[src/rtl/count_updn.sv]
// Parametrised up/down counter with clamped parallel load, programmable
// terminal value, wrap or saturate at the range ends, and a carry/borrow pulse.
module count_updn #(
  parameter int          WIDTH    = 6,
  parameter int unsigned MAX_VAL  = (2**WIDTH) - 1,
  parameter bit          SATURATE = 1'b0
) (
  input  logic             CLOCK,
  input  logic             RESET,
  input  logic             ENABLE,
  input  logic             LOAD,
  input  logic             UP,
  input  logic [WIDTH-1:0] DATA,
  output logic [WIDTH-1:0] COUNT,
  output logic             TC,
  output logic             CARRY
);

  localparam logic [WIDTH-1:0] max_v = WIDTH'(MAX_VAL);

  logic             at_top;
  logic             at_bot;
  logic [WIDTH-1:0] load_val;
  logic [WIDTH-1:0] count_nxt;
  logic             carry_nxt;

  assign at_top   = (COUNT == max_v);
  assign at_bot   = (COUNT == '0);
  assign TC       = UP ? at_top : at_bot;
  assign load_val = (DATA > max_v) ? max_v : DATA;

  // Range ends are decided against MAX_VAL, so COUNT never leaves 0..MAX_VAL.
  always_comb begin
    count_nxt = COUNT;
    carry_nxt = 1'b0;
    if (LOAD) begin
      count_nxt = load_val;
    end else if (ENABLE) begin
      if (TC) begin
        carry_nxt = 1'b1;
        if (!SATURATE) begin
          count_nxt = UP ? '0 : max_v;
        end
      end else begin
        count_nxt = UP ? (COUNT + 1'b1) : (COUNT - 1'b1);
      end
    end
  end

  always_ff @(posedge CLOCK) begin
    if (RESET) begin
      COUNT <= '0;
      CARRY <= 1'b0;
    end else begin
      COUNT <= count_nxt;
      CARRY <= carry_nxt;
    end
  end

endmodule

[config.mk]
export PLATFORM = sky130hd
export DESIGN_NAME = count_updn
export DESIGN_NICKNAME = d
export VERILOG_FILES = /design/src/rtl/count_updn.sv
export SDC_FILE = /design/constraint.sdc
export NUM_CORES = 1
export LEC_CHECK = 0
export ABC_AREA = 1
export CORE_MARGIN = 4
export CORE_UTILIZATION = 41
export CTS_BUF_LIST = sky130_fd_sc_hd__clkbuf_8
export CTS_CLUSTER_SIZE = 10
export DETAILED_ROUTE_END_ITERATION = 10
export PLACE_DENSITY = 0.76
export SLEW_MARGIN = 30
export SYNTH_ARGS = -nofsm -noshare
export SYNTH_HDL_FRONTEND = slang
export SYNTH_SLANG_ARGS = --single-unit
[constraint.sdc]
create_clock -name CLOCK -period 1.7 [get_ports CLOCK]
set_clock_uncertainty 0.2 [all_clocks]
set_input_delay 0.34 -clock CLOCK [delete_from_list [all_inputs] [get_ports CLOCK]]
set_output_delay 0.34 -clock CLOCK [all_outputs]
set_load 0.01 [all_outputs]
# Word level (Yosys, flattened, before mapping)
# Cells that the tools add are included.
[classes]
addsub = 2
magnitude_cmp = 1
eq_ne = 1
mux = 8
n_bitwise = 1
reduce_logical = 3
[ops]
columns = ["operator", "n"]
rows = [
  ["$mux W6", 6],
  ["$add A6 B1 Y6 const B", 1],
  ["$eq A6 B6 Y1 const B", 1],
  ["$gt A6 B6 Y1 const B", 1],
  ["$logic_not A6 Y1", 1],
  ["$sub A6 B1 Y6 const B", 1],
  ["$reduce_or A3 Y1", 1],
  ["$mux W1", 2],
  ["$reduce_bool A2 Y1", 1],
  ["$not A1 Y1", 1],
]
[totals]
regBits = 7
in_bits = 11
out_inout_bits = 8
word_cells = 18

# Longest topological paths before layout
[logic_depth]
ltp_word = 5
depth_mapped = 9
depth_no_buf = 9

# Worst setup path before layout
# OpenSTA, ideal clock, no wires.
[synth_timing]
kind = "input to register"
from = "input UP"
to = "register COUNT[4]"
setup_ns = 0.125
arrival_ns = 1.386
required_ns = 1.375
slack_ns = -0.011
stages = 7
n_path_buf = 0
cell_sequence = "inv_1 > fa_1 > nand3_1 > nand2_1 > or2_2 > nand3_1 > a21oi_1"
[synth_via]
elab_chain_cells = 4
elab_cells_between_ends = 6
classes_between = "6 x mux"
[synth_lines]
columns = ["element", "line", "rtl"]
rows = [
  ["start: declaration", "12", "input logic UP,"],
  ["$mux W6 (tied with other cells)", "45", "count_nxt = UP ? (COUNT + 1'b1) : (COUNT - 1'b1);"],
  ["$mux W6 *", "39", "if (TC) begin"],
  ["$mux W6 *", "38", "end else if (ENABLE) begin"],
  ["$mux W6 *", "36", "if (LOAD) begin"],
  ["end signal: assignment", "55", "COUNT <= count_nxt;"],
  ["end: declaration", "14", "output logic [WIDTH-1:0] COUNT,"],
]
# Mark *: on every way between the ends. The rest lies on a longest branch, timed or not. The select of a mux whose other input is x is not followed.
# A chain may end at the register's enable or synchronous reset.

# Worst setup path after layout
[layout_timing]
from = "register COUNT[2]"
to = "output TC"
[layout_via]
elab_chain_cells = 2
elab_cells_between_ends = 3
classes_between = "1 x eq/ne; 1 x mux; 1 x reduce/logical"
[layout_lines]
columns = ["element", "line", "rtl"]
rows = [
  ["$eq A6 B6 Y1 or $logic_not A6 Y1 (tied branches)", "27, 28", ""],
  ["$mux W1 *", "29", "assign TC = UP ? at_top : at_bot;"],
  ["end: declaration", "15", "output logic TC,"],
]
# Mark *: on every way between the ends. The rest lies on a longest branch, timed or not.

==> results.md <==
* Post-route ant nets at 0
* Worst-path fanout max at 3
* Fmax at a little over 600 MHz
* Post-route minimum period at 1.641 ns
* Hpwl dp at 1407 um
* Hold_buf cts at 0
* Reg2reg setup slack at roughly 0.070 ns
* Final hold violation count at 0
* Flop pwr share at about a quarter
* Setup TNS at 0 ns
* Placement Rows at 13
* Synthesized instance count at 87
* Critical Path End Type: output port
* Syn avg cell area at 6.515 um^2
* Detail-routed via count per cell at 5.189
* Final worst-path cycle share at slightly below 100%
* Area delta synth->final at 83.44%
* Clock root buffer: clkbuf_8
* Synth Register Bits at 7
* Antenna violations before repair at 0
* Hold EP: COUNT[5]
* Commonest non-fill, non-tap cells in the layout: 21 x nand2_1, 16 x buf_4, 10 x inv_1, 10 x clkdlybuf4s50_1, 8 x nor2_1
* Critical Path RT at 1.16 ns
* Slew margin rel. at 77.37%
* Max Transition Viols Final at 0
* Sequential cell area fraction in the yosys report at 24.72%
* Peak VDD IR at 0.4435 mV
* CP delay by family, top: flip-flops
* Worst Hold Class: reg -> reg
* Routability Congestion at 0.8025
* Commonest non-fill, non-tap cell in the layout: nand2_1
* Hold depth at 2
* Maxcap violations at 0
* Core ar. at 1301 um^2
* Critical-path cell list: nand3_2 -> nor3_2 -> nor2_2 -> inv_1 -> buf_2
* Die width at 45.18 um
* Port Buffer Count at 18
* R2r worst-path depth at 6
* CTS clock-pin slew for the worst setup and hold paths at 0.04 ns
* CTS tree: built
* Diode count at 0
* Setup crit start kind: flop
* CP max stage cell: dfxtp_1
* # DRC at 0
* Register Area at 148.9 um^2
* Post-DP Area at 910.9 um^2
* Clock Sinks at 7
* Initial Util at 43.56%
* Mapped Area at 566.8 um^2
* Fillers at 87
* # H-tree levels at 1
* Comb power frac at 42.9%
* Final worst slack at between 0.05 and 0.06 ns
* Switching Power at ~0.00025 W
* First-pass GRT wire length at 2980 um
* All-Layer GR Usage at roughly a fifth
* Layout cell share with drive strength beyond 1 at about two fifths
* Detailed Routing Iterations Pass 1 at 4
* Nets at about 150
* Hold_sp: COUNT[5]
* CTS buffer count at 3
* Status: finished, final reports clean
* PwrDens at 729.7 nW/um^2
* Worst-skew pair later-pin latency at 0.23 ns
* Leak Pwr at slightly above 0.5 nW
* Reg2reg end: COUNT[2]
* Io pins at 19
* Via count at 742
* WL/cell at 13.52 um
* Die Ht at 45.18 um
* Switch share at between 30% and 40%
* Clock power frac at around 31%
* P_int at between 0.0005 and 0.0006 W
* RSZ-0062 raised after global routing: true
* Final setup viols at 0
* Post-route cell area at 1040 um^2
* DP Worst Slack at -0.6292 ns
* Largest net degree at the start of global routing at 7
* Measured slew at the worst slew-check pin at between 0.3 and 0.4 ns
* Final core utilization at 79.90%
* Worst setup path startpoint: COUNT[2]
* Multi-input logic area at between 400 and 500 um^2
* Crit-path max cell delay at 0.36 ns
* DR iter-0 viols at 21
* CP Class: reg -> out
* Final wirelength at between 1500 and 2000 um
* Remaining Overflow, GRT at 0
* Synthesis warning total at 0
* Clk buf depth at 2
* RR Startpoint: COUNT[0]
* Die ar. at 2041 um^2
* Crit path buffers/inverters at 2
* Yosys cell types at 21
* Syn nets at 103
* Crit path DAT at roughly 1.1 ns
* Vias in the first global route at ~700
-- power groups by stage --
stage,registers [W],logic (W),clock network [W]
floorplan,0.000208,0.000124,0
global placement,0.000195,0.000278,0
detailed placement,0.000195,0.000285,0
CTS,0.000195,0.000287,0.000238
global route,0.000200,0.000353,0.000247
finish,0.000198,0.000325,0.000235
-- repair_timing --
action                                  4_1_cts  5_1_grt
gates resized for setup                      20       20
endpoints found under the hold margin         0        0
endpoints found under the setup margin       12        5
setup buffers                                 0        0
pin swaps                                     1        4
-- routing by layer --
layer / global-route usage (%) / routed length [um]
met1: 24.34 / 844
met3: 3.586 / 75
met5: 0 / 0
met2: 34.75 / 981
met4: 12.28 / 31
-- state kept, by name, indices dropped and copies added, names as in the netlist --
| signal | flops |
|---|---|
| CARRY | 1 |
| COUNT | 6 |
-- through the flow --
step           std cells  hold slack (ns)  power (W)
2_1_floorplan         87           0.2091  0.0003321
3_3_place_gp         139           0.3827  0.0004725
3_5_place_dp         139           0.3824  0.0004802
4_1_cts              143           0.3746  0.0007202
5_1_grt              143           0.4140  0.0007995
6_report             143           0.3825  0.0007587
-- synthesized netlist by cell type --
library cell	count	area share, %
nand2_1	23	15
nor2_1	11	7.3
inv_1	10	6.6
a21oi_1	7	6.2
dfxtp_1	7	25
nand3_1	5	4.4
ha_1	4	8.8
o221ai_1	4	6.2
inv_2	2	1.3
nor3_1	2	1.8
o21ai_0	2	1.8
a31oi_1	1	1.1
fa_1	1	3.5
nand2_4	1	2.0
nand2b_1	1	1.1
nand3b_1	1	1.3
nand4_1	1	1.1
nor3_2	1	1.8
nor4_1	1	1.1
or2_2	1	1.1
xor2_1	1	1.5
-- worst max-delay path by stage --
stage	endpoint	slack, ns	depth (start not counted)
after detailed placement	TC	-0.63	6
after CTS	TC	-0.02	6
after floorplan	COUNT[4]	0.006	7
final	TC	0.06	5
after global placement	TC	-0.62	6
after global routing	TC	0.003	5
-- tightest hold or removal path: cells and delay by family (launching register included) --
family	cells	cell delay, ns
compound gates	2	0.20
flops	1	0.33
-- layout make-up --
class | instances | area share (%)
repair buffers | 37 | 30.45
clock buffers | 3 | 3.971
multi-input cells | 68 | 44.77
clock inverters | 1 | 0.3610
well taps | 15 | 1.805
inverters | 12 | 4.332
flip-flops and latches | 7 | 14.32
-- logic make-up (layout without fill, tap and decap cells) --
| group | count (synthesis) | count (layout) | share of synthesized area [%] |
|---|---|---|---|
| adder cells (fa/ha/maj) | 5 | 5 | 12.36 |
| buffers and inverters | 12 | 53 | 7.948 |
| flip-flops | 7 | 7 | 24.72 |
| XOR/XNOR | 1 | 1 | 1.546 |
| AND/OR/NAND/NOR | 48 | 48 | 38.19 |
| AO/OA/AOI/OAI | 14 | 14 | 15.23 |
(Power assumes the default switching activity.)
==> RTL edit 1: new RTL, same settings <==
The parameter `SATURATE` goes from 1'b0 to 1'b1.
--- a/src/rtl/count_updn.sv
+++ b/src/rtl/count_updn.sv
@@ -4,5 +4,5 @@
   parameter int          WIDTH    = 6,
   parameter int unsigned MAX_VAL  = (2**WIDTH) - 1,
-  parameter bit          SATURATE = 1'b0
+  parameter bit          SATURATE = 1'b1
 ) (
   input  logic             CLOCK,
Formal check against the unedited RTL: not equivalent (a bounded check fails within 4 cycles, from zero or initial values and one cycle with RESET high).
==> RTL edit 1 against the original RTL <==
Worst setup slack got worse by 35 ps; sequential cell count did not move; total power rose by 1.5%; die area rose by 4.7%; synthesized cell count rose by 11%; final area rose by 2.3%; combinational power rose by 2%; routed wire length rose by 5.3%; area after synthesis rose by 5.7%; non-clock buffer count fell by 3; sequential share of layout area fell by 0.20 points; largest cell class unchanged.
==> RTL edit 1: results (changes against the original RTL) <==
SYNTH_TOP_CELLS_BY_COUNT='sky130_fd_sc_hd__nand2_1, sky130_fd_sc_hd__nand3_1, sky130_fd_sc_hd__inv_1'  # was sky130_fd_sc_hd__nand2_1, sky130_fd_sc_hd__nor2_1, sky130_fd_sc_hd__inv_1
FIRST_PASS_ITERS=4  # unchanged
REG2REG_DEPTH=11  # was 6
FIN_NETS=150  # was 145
ROUTABILITYCONGESTION=0.834  # was 0.803
POST_DRT_WL_PER_CELL_UM=13.8  # was 13.5 um
LARGEST_REGISTERS='COUNT x6, CARRY x1'  # unchanged
VIASPERCELL=5.22  # was 5.19
ROUTED_WL_MM=2.04  # was 1.93 mm
POWER.SWITCHING_mW=0.262  # was 0.248 mW
SYNTH.LIB_CELLS_USED.DISTINCT=18  # was 21
SLOWEST_STAGE_DELAY_ON_CRITICAL_PATH_PS=330  # was 360 ps
CP.ARRIVAL_PS=1600  # was 1100 ps
FIN_HOLD_WS_PS=432  # was 382 ps
SYN-NUM-NETS=113  # was 103
WORST_IR_DROP_VDD_uV=551  # was 444 uV
FILLERS=102  # was 87
DP_HPWL_MM=1.42  # was 1.41 mm
SYN_AREA_PER_CELL_SQ_UM=6.18  # was 6.51 sq um
POSTPLACECELLAREA_SQ_UM=921  # was 911 sq um
POWER.COMBINATIONAL.TOTAL_mW=0.332  # was 0.325 mW
TIMING.HOLD.WORST_PATH_DEPTH=4  # was 2
WORSTPATHREQUIRED_PS=1620  # was 1160 ps
TIMING.CRITICAL_PATH.FROM='COUNT[2]'  # unchanged
STATUS='complete, no violations'  # unchanged
WORSTSKEWPAIRLATENCY_PS=230  # about the same
PRE_CTS_SLACK_PS=-682  # was -629 ps
LOGIC_PWR_SHARE_PCT=43.1  # was 42.9%
POWER_FRAC_SEQ_PCT=26.2  # was 26.1%
CRIT_PATH_MAX_FANOUT=4  # was 3
FIRST_GLOBAL_VIAS=721  # was 699
MAX_SLEW_MARGIN_PCT=76.3  # was 77.4%
GRT_FIRST_PASS_WIRELENGTH_MM=3.04  # was 2.98 mm
FINAL_LAYOUT_SIZE_SUFFIX_GT1_SHARE_PCT=35.3  # was 39.1%
CRITICAL_PATH.TOP_DELAY_FAMILY='simple AND/OR/NAND/NOR gates'  # was flip-flops
SLOWEST_STAGE='sky130_fd_sc_hd__dfxtp_2'  # was sky130_fd_sc_hd__dfxtp_1
YOSYS-TOP-CELLS-AREA='sky130_fd_sc_hd__dfxtp_1, sky130_fd_sc_hd__nand2_1, sky130_fd_sc_hd__nand3_1'  # was sky130_fd_sc_hd__dfxtp_1, sky130_fd_sc_hd__nand2_1, sky130_fd_sc_hd__ha_1
DRTITER0DRC=7  # was 21
POWER.LEAKAGE_nW=0.522  # was 0.508 nW
POST-CTS-SETUP-BUFFER-COUNT=0  # unchanged
SEQ_AREA_FRAC_SYNTH_PCT=23.4  # was 24.7%
DP.CELLS=144  # was 139
GRT.TOTAL_USAGE_PCT=20.3  # was 20.7%
==> RTL edit 1: per-layer routing <==
metal	track usage (%)	share of wire, %	vias to the layer above
met5	0	0	-
met4	9.66	4.9	0
met3	5.47	7.4	12
met2	36.8	51	36
met1	21.3	36	343
li1	-	-	381
==> RTL edit 1: timing repair <==
item,4_1_cts,5_1_grt
gates resized for setup,30,12
endpoints found under the setup margin,13,5
pin swaps,3,7
==> RTL edit 1: cell type report <==
type	instances	area, sq um	area share (%)
clock buffers	3	41.3	3.88
clock inverters	1	3.75	0.353
inverters	11	41.3	3.88
multi-input cells	77	500	47.1
flip-flops and latches	7	150	14.1
well taps	15	18.8	1.76
repair buffers	34	308	28.9
==> RTL edit 1: cells by family (layout without fill, tap and decap cells) <==
logic type	count (synthesis)	in the layout	share of synthesized area (%)
xor+xnor	2	2	2.92
flops	7	7	23.4
fa+ha+maj	5	5	11.7
simple gates	61	61	45.9
compound gates	9	9	7.52
buf+inv	13	49	8.56
==> RTL edit 2: new RTL, same flow settings <==
Made on the original files. Put one more register stage on the output `COUNT`, without a reset. The value now appears one clock later. The other outputs are not delayed to match.
--- a/src/rtl/count_updn.sv
+++ b/src/rtl/count_updn.sv
@@ -19,4 +19,6 @@
   localparam logic [WIDTH-1:0] max_v = WIDTH'(MAX_VAL);
 
+  logic [WIDTH-1:0] COUNT_s0;
+
   logic             at_top;
   logic             at_bot;
@@ -25,6 +27,6 @@
   logic             carry_nxt;
 
-  assign at_top   = (COUNT == max_v);
-  assign at_bot   = (COUNT == '0);
+  assign at_top   = (COUNT_s0 == max_v);
+  assign at_bot   = (COUNT_s0 == '0);
   assign TC       = UP ? at_top : at_bot;
   assign load_val = (DATA > max_v) ? max_v : DATA;
@@ -32,5 +34,5 @@
   // Range ends are decided against MAX_VAL, so COUNT never leaves 0..MAX_VAL.
   always_comb begin
-    count_nxt = COUNT;
+    count_nxt = COUNT_s0;
     carry_nxt = 1'b0;
     if (LOAD) begin
@@ -43,5 +45,5 @@
         end
       end else begin
-        count_nxt = UP ? (COUNT + 1'b1) : (COUNT - 1'b1);
+        count_nxt = UP ? (COUNT_s0 + 1'b1) : (COUNT_s0 - 1'b1);
       end
     end
@@ -50,12 +52,16 @@
   always_ff @(posedge CLOCK) begin
     if (RESET) begin
-      COUNT <= '0;
+      COUNT_s0 <= '0;
       CARRY <= 1'b0;
     end else begin
-      COUNT <= count_nxt;
+      COUNT_s0 <= count_nxt;
       CARRY <= carry_nxt;
     end
   end
 
+  always_ff @(posedge CLOCK) begin
+    COUNT <= COUNT_s0;
+  end
+
 endmodule
 
Check against the original RTL: not equivalent (a bounded check fails within 4 cycles, from zero or initial values and one cycle with RESET high).
==> RTL edit 2 against the original RTL <==
The run now ends with negative setup slack left; total power up 18%; sequential share of layout area up 10 points; synthesized cell count down 1.1%; sequential cell count up 6; final cell count down 1.4%; final area up 5.5%; clock power up 9.4%; routed wire length down 8.9%; area after synthesis up 19%; worst setup slack worse by 190 ps; critical path type unchanged.
==> RTL edit 2: results (changes against the original RTL) <==
ROUTABILITYCONGESTION=0.832  # was 0.803
CRIT_PATH_MAX_FANOUT=4  # was 3
FIN_WS_PS=-129  # was 59.0 ps
GRT_MAX_DEGREE=8  # was 7
AREA_FRACTION_IN_COMPOUND_GATES_AFTER_SYNTHESIS_PCT=14.6  # was 15.2%
SYNTH.LIB_CELLS_USED.DISTINCT=18  # was 21
SETUP_VIOL_COUNT_FINAL=1  # was 0
YOSYS-TOP-CELLS-AREA='sky130_fd_sc_hd__dfxtp_1, sky130_fd_sc_hd__nand2_1, sky130_fd_sc_hd__ha_1'  # unchanged
SYN-NUM-NETS=102  # was 103
SYNTH_FA_HA_AREA_SHARE_PCT=10.4  # was 12.4%
GRT.TOTAL_USAGE_PCT=15.9  # was 20.7%
SEQ_AREA_FRAC_SYNTH_PCT=38.5  # was 24.7%
CP.ARRIVAL_PS=1290  # was 1100 ps
STATUS='finished, violations left'  # was complete, no violations
DRTITER0DRC=8  # was 21
WORST_IR_DROP_VDD_uV=428  # was 444 uV
PRE_CTS_SLACK_PS=-695  # was -629 ps
VIOLATIONS='negative setup slack'
VIASPERCELL=4.96  # was 5.19
INSERTEDDIODECOUNT=0  # unchanged
WORSTSKEWPAIRLATENCY_PS=240
LARGEST_REGISTERS='COUNT x6, COUNT_s0 x6, CARRY x1'  # was COUNT x6, CARRY x1
GRT_FIRST_PASS_WIRELENGTH_MM=2.93  # was 2.98 mm
FIRST_PASS_ITERS=3  # was 4
POST_SYNTH_XOR_AREA_FRACTION_PCT=2.59  # was 1.55%
POWER.LEAKAGE_nW=0.530  # was 0.508 nW
SLEW_AT_THE_PIN_WITH_THE_WORST_MAX_SLEW_SLACK_PS=201  # was 338 ps
FILLERS=126  # was 87
FINAL.SETUP.TNS_PS=-129  # was 0 ps
FIRST_GLOBAL_VIAS=687  # was 699
PLACEMENT.IO_BUFFERS=18  # unchanged
SWSHARE_PCT=27.5  # was 32.6%
FINAL_LAYOUT_SIZE_SUFFIX_GT1_SHARE_PCT=30.4  # was 39.1%
DP_HPWL_MM=1.38  # was 1.41 mm
FIN_NETS=142  # was 145
SYNTH_TOP_CELLS_BY_COUNT='sky130_fd_sc_hd__nand2_1, sky130_fd_sc_hd__dfxtp_1, sky130_fd_sc_hd__inv_1'  # was sky130_fd_sc_hd__nand2_1, sky130_fd_sc_hd__nor2_1, sky130_fd_sc_hd__inv_1
ROUTED_WL_MM=1.76  # was 1.93 mm
[RTL edit 2: cell type report]
| class | instances | area, sq um | share of cell area [%] |
|---|---|---|---|
| clock buffer | 3 | 41.3 | 3.76 |
| inverter | 13 | 51.3 | 4.68 |
| multi-input combinational | 60 | 408 | 37.2 |
| clock inverter | 1 | 3.75 | 0.342 |
| sequential | 13 | 269 | 24.5 |
| timing repair buffer | 35 | 304 | 27.7 |
| tap | 16 | 20.0 | 1.82 |
[RTL edit 2: power by group through the flow]
| stage | registers, mW | clock network (mW) | logic (mW) |
|---|---|---|---|
| final | 0.354 | 0.257 | 0.283 |
| after detailed placement | 0.358 | 0 | 0.259 |
| after global placement | 0.357 | 0 | 0.251 |
| after floorplan | 0.366 | 0 | 0.119 |
| after global routing | 0.358 | 0.277 | 0.315 |
| after CTS | 0.352 | 0.262 | 0.271 |
[RTL edit 2: metrics by stage]
stage | util [%] | total power [mW] | instances | instance area [sq um]
6_report | 72.0 | 0.895 | 141 | 1100
5_1_grt | 72.0 | 0.950 | 141 | 1100
4_1_cts | 70.2 | 0.884 | 143 | 1070
3_5_place_dp | 64.9 | 0.617 | 135 | 988
3_3_place_gp | 64.9 | 0.609 | 135 | 988
2_1_floorplan | - | 0.485 | 86 | 676
[RTL edit 2: final timing paths]
path               startpoint  slack, ps          end  depth (start not counted)
setup reg to reg  COUNT_s0[4]         10  COUNT_s0[5]                          9
hold reg to reg   COUNT_s0[5]        190     COUNT[5]                          0
setup / recovery  COUNT_s0[2]       -130           TC                          5
hold / removal    COUNT_s0[5]        190     COUNT[5]                          0
[RTL edit 2: critical path, cell delays in order (launching register included)]
cell and delay, ps:
sky130_fd_sc_hd__dfxtp_4 350, sky130_fd_sc_hd__or2_4 260, sky130_fd_sc_hd__nor3_4 180, sky130_fd_sc_hd__nor2_2 70, sky130_fd_sc_hd__inv_1 80, sky130_fd_sc_hd__buf_6 110
[RTL edit 2: cell families (layout without fill, tap and decap cells)]
kind of cell    count (synthesis)  in the layout
compound gates                 16             16
flops                          13             13
buf+inv                        13             52
simple gates                   37             37
xor+xnor                        2              2
fa+ha+maj                       5              5
[RTL edit 2: per-layer routing]
metal | part of all wire (%) | track usage (%) | vias up
met2 | 46 | 24.3 | 20
li1 | - | - | 365
met4 | 4.9 | 9.87 | 0
met5 | 0 | 0 | -
met3 | 5.0 | 4.60 | 9
met1 | 44 | 19.2 | 305
[RTL edit 2: repair_timing]
item,4_1_cts,5_1_grt
buffers inserted,4,0
pin swaps,2,3
gates resized for setup,10,13
endpoints found under the setup margin,6,6
hold buffers,0,0
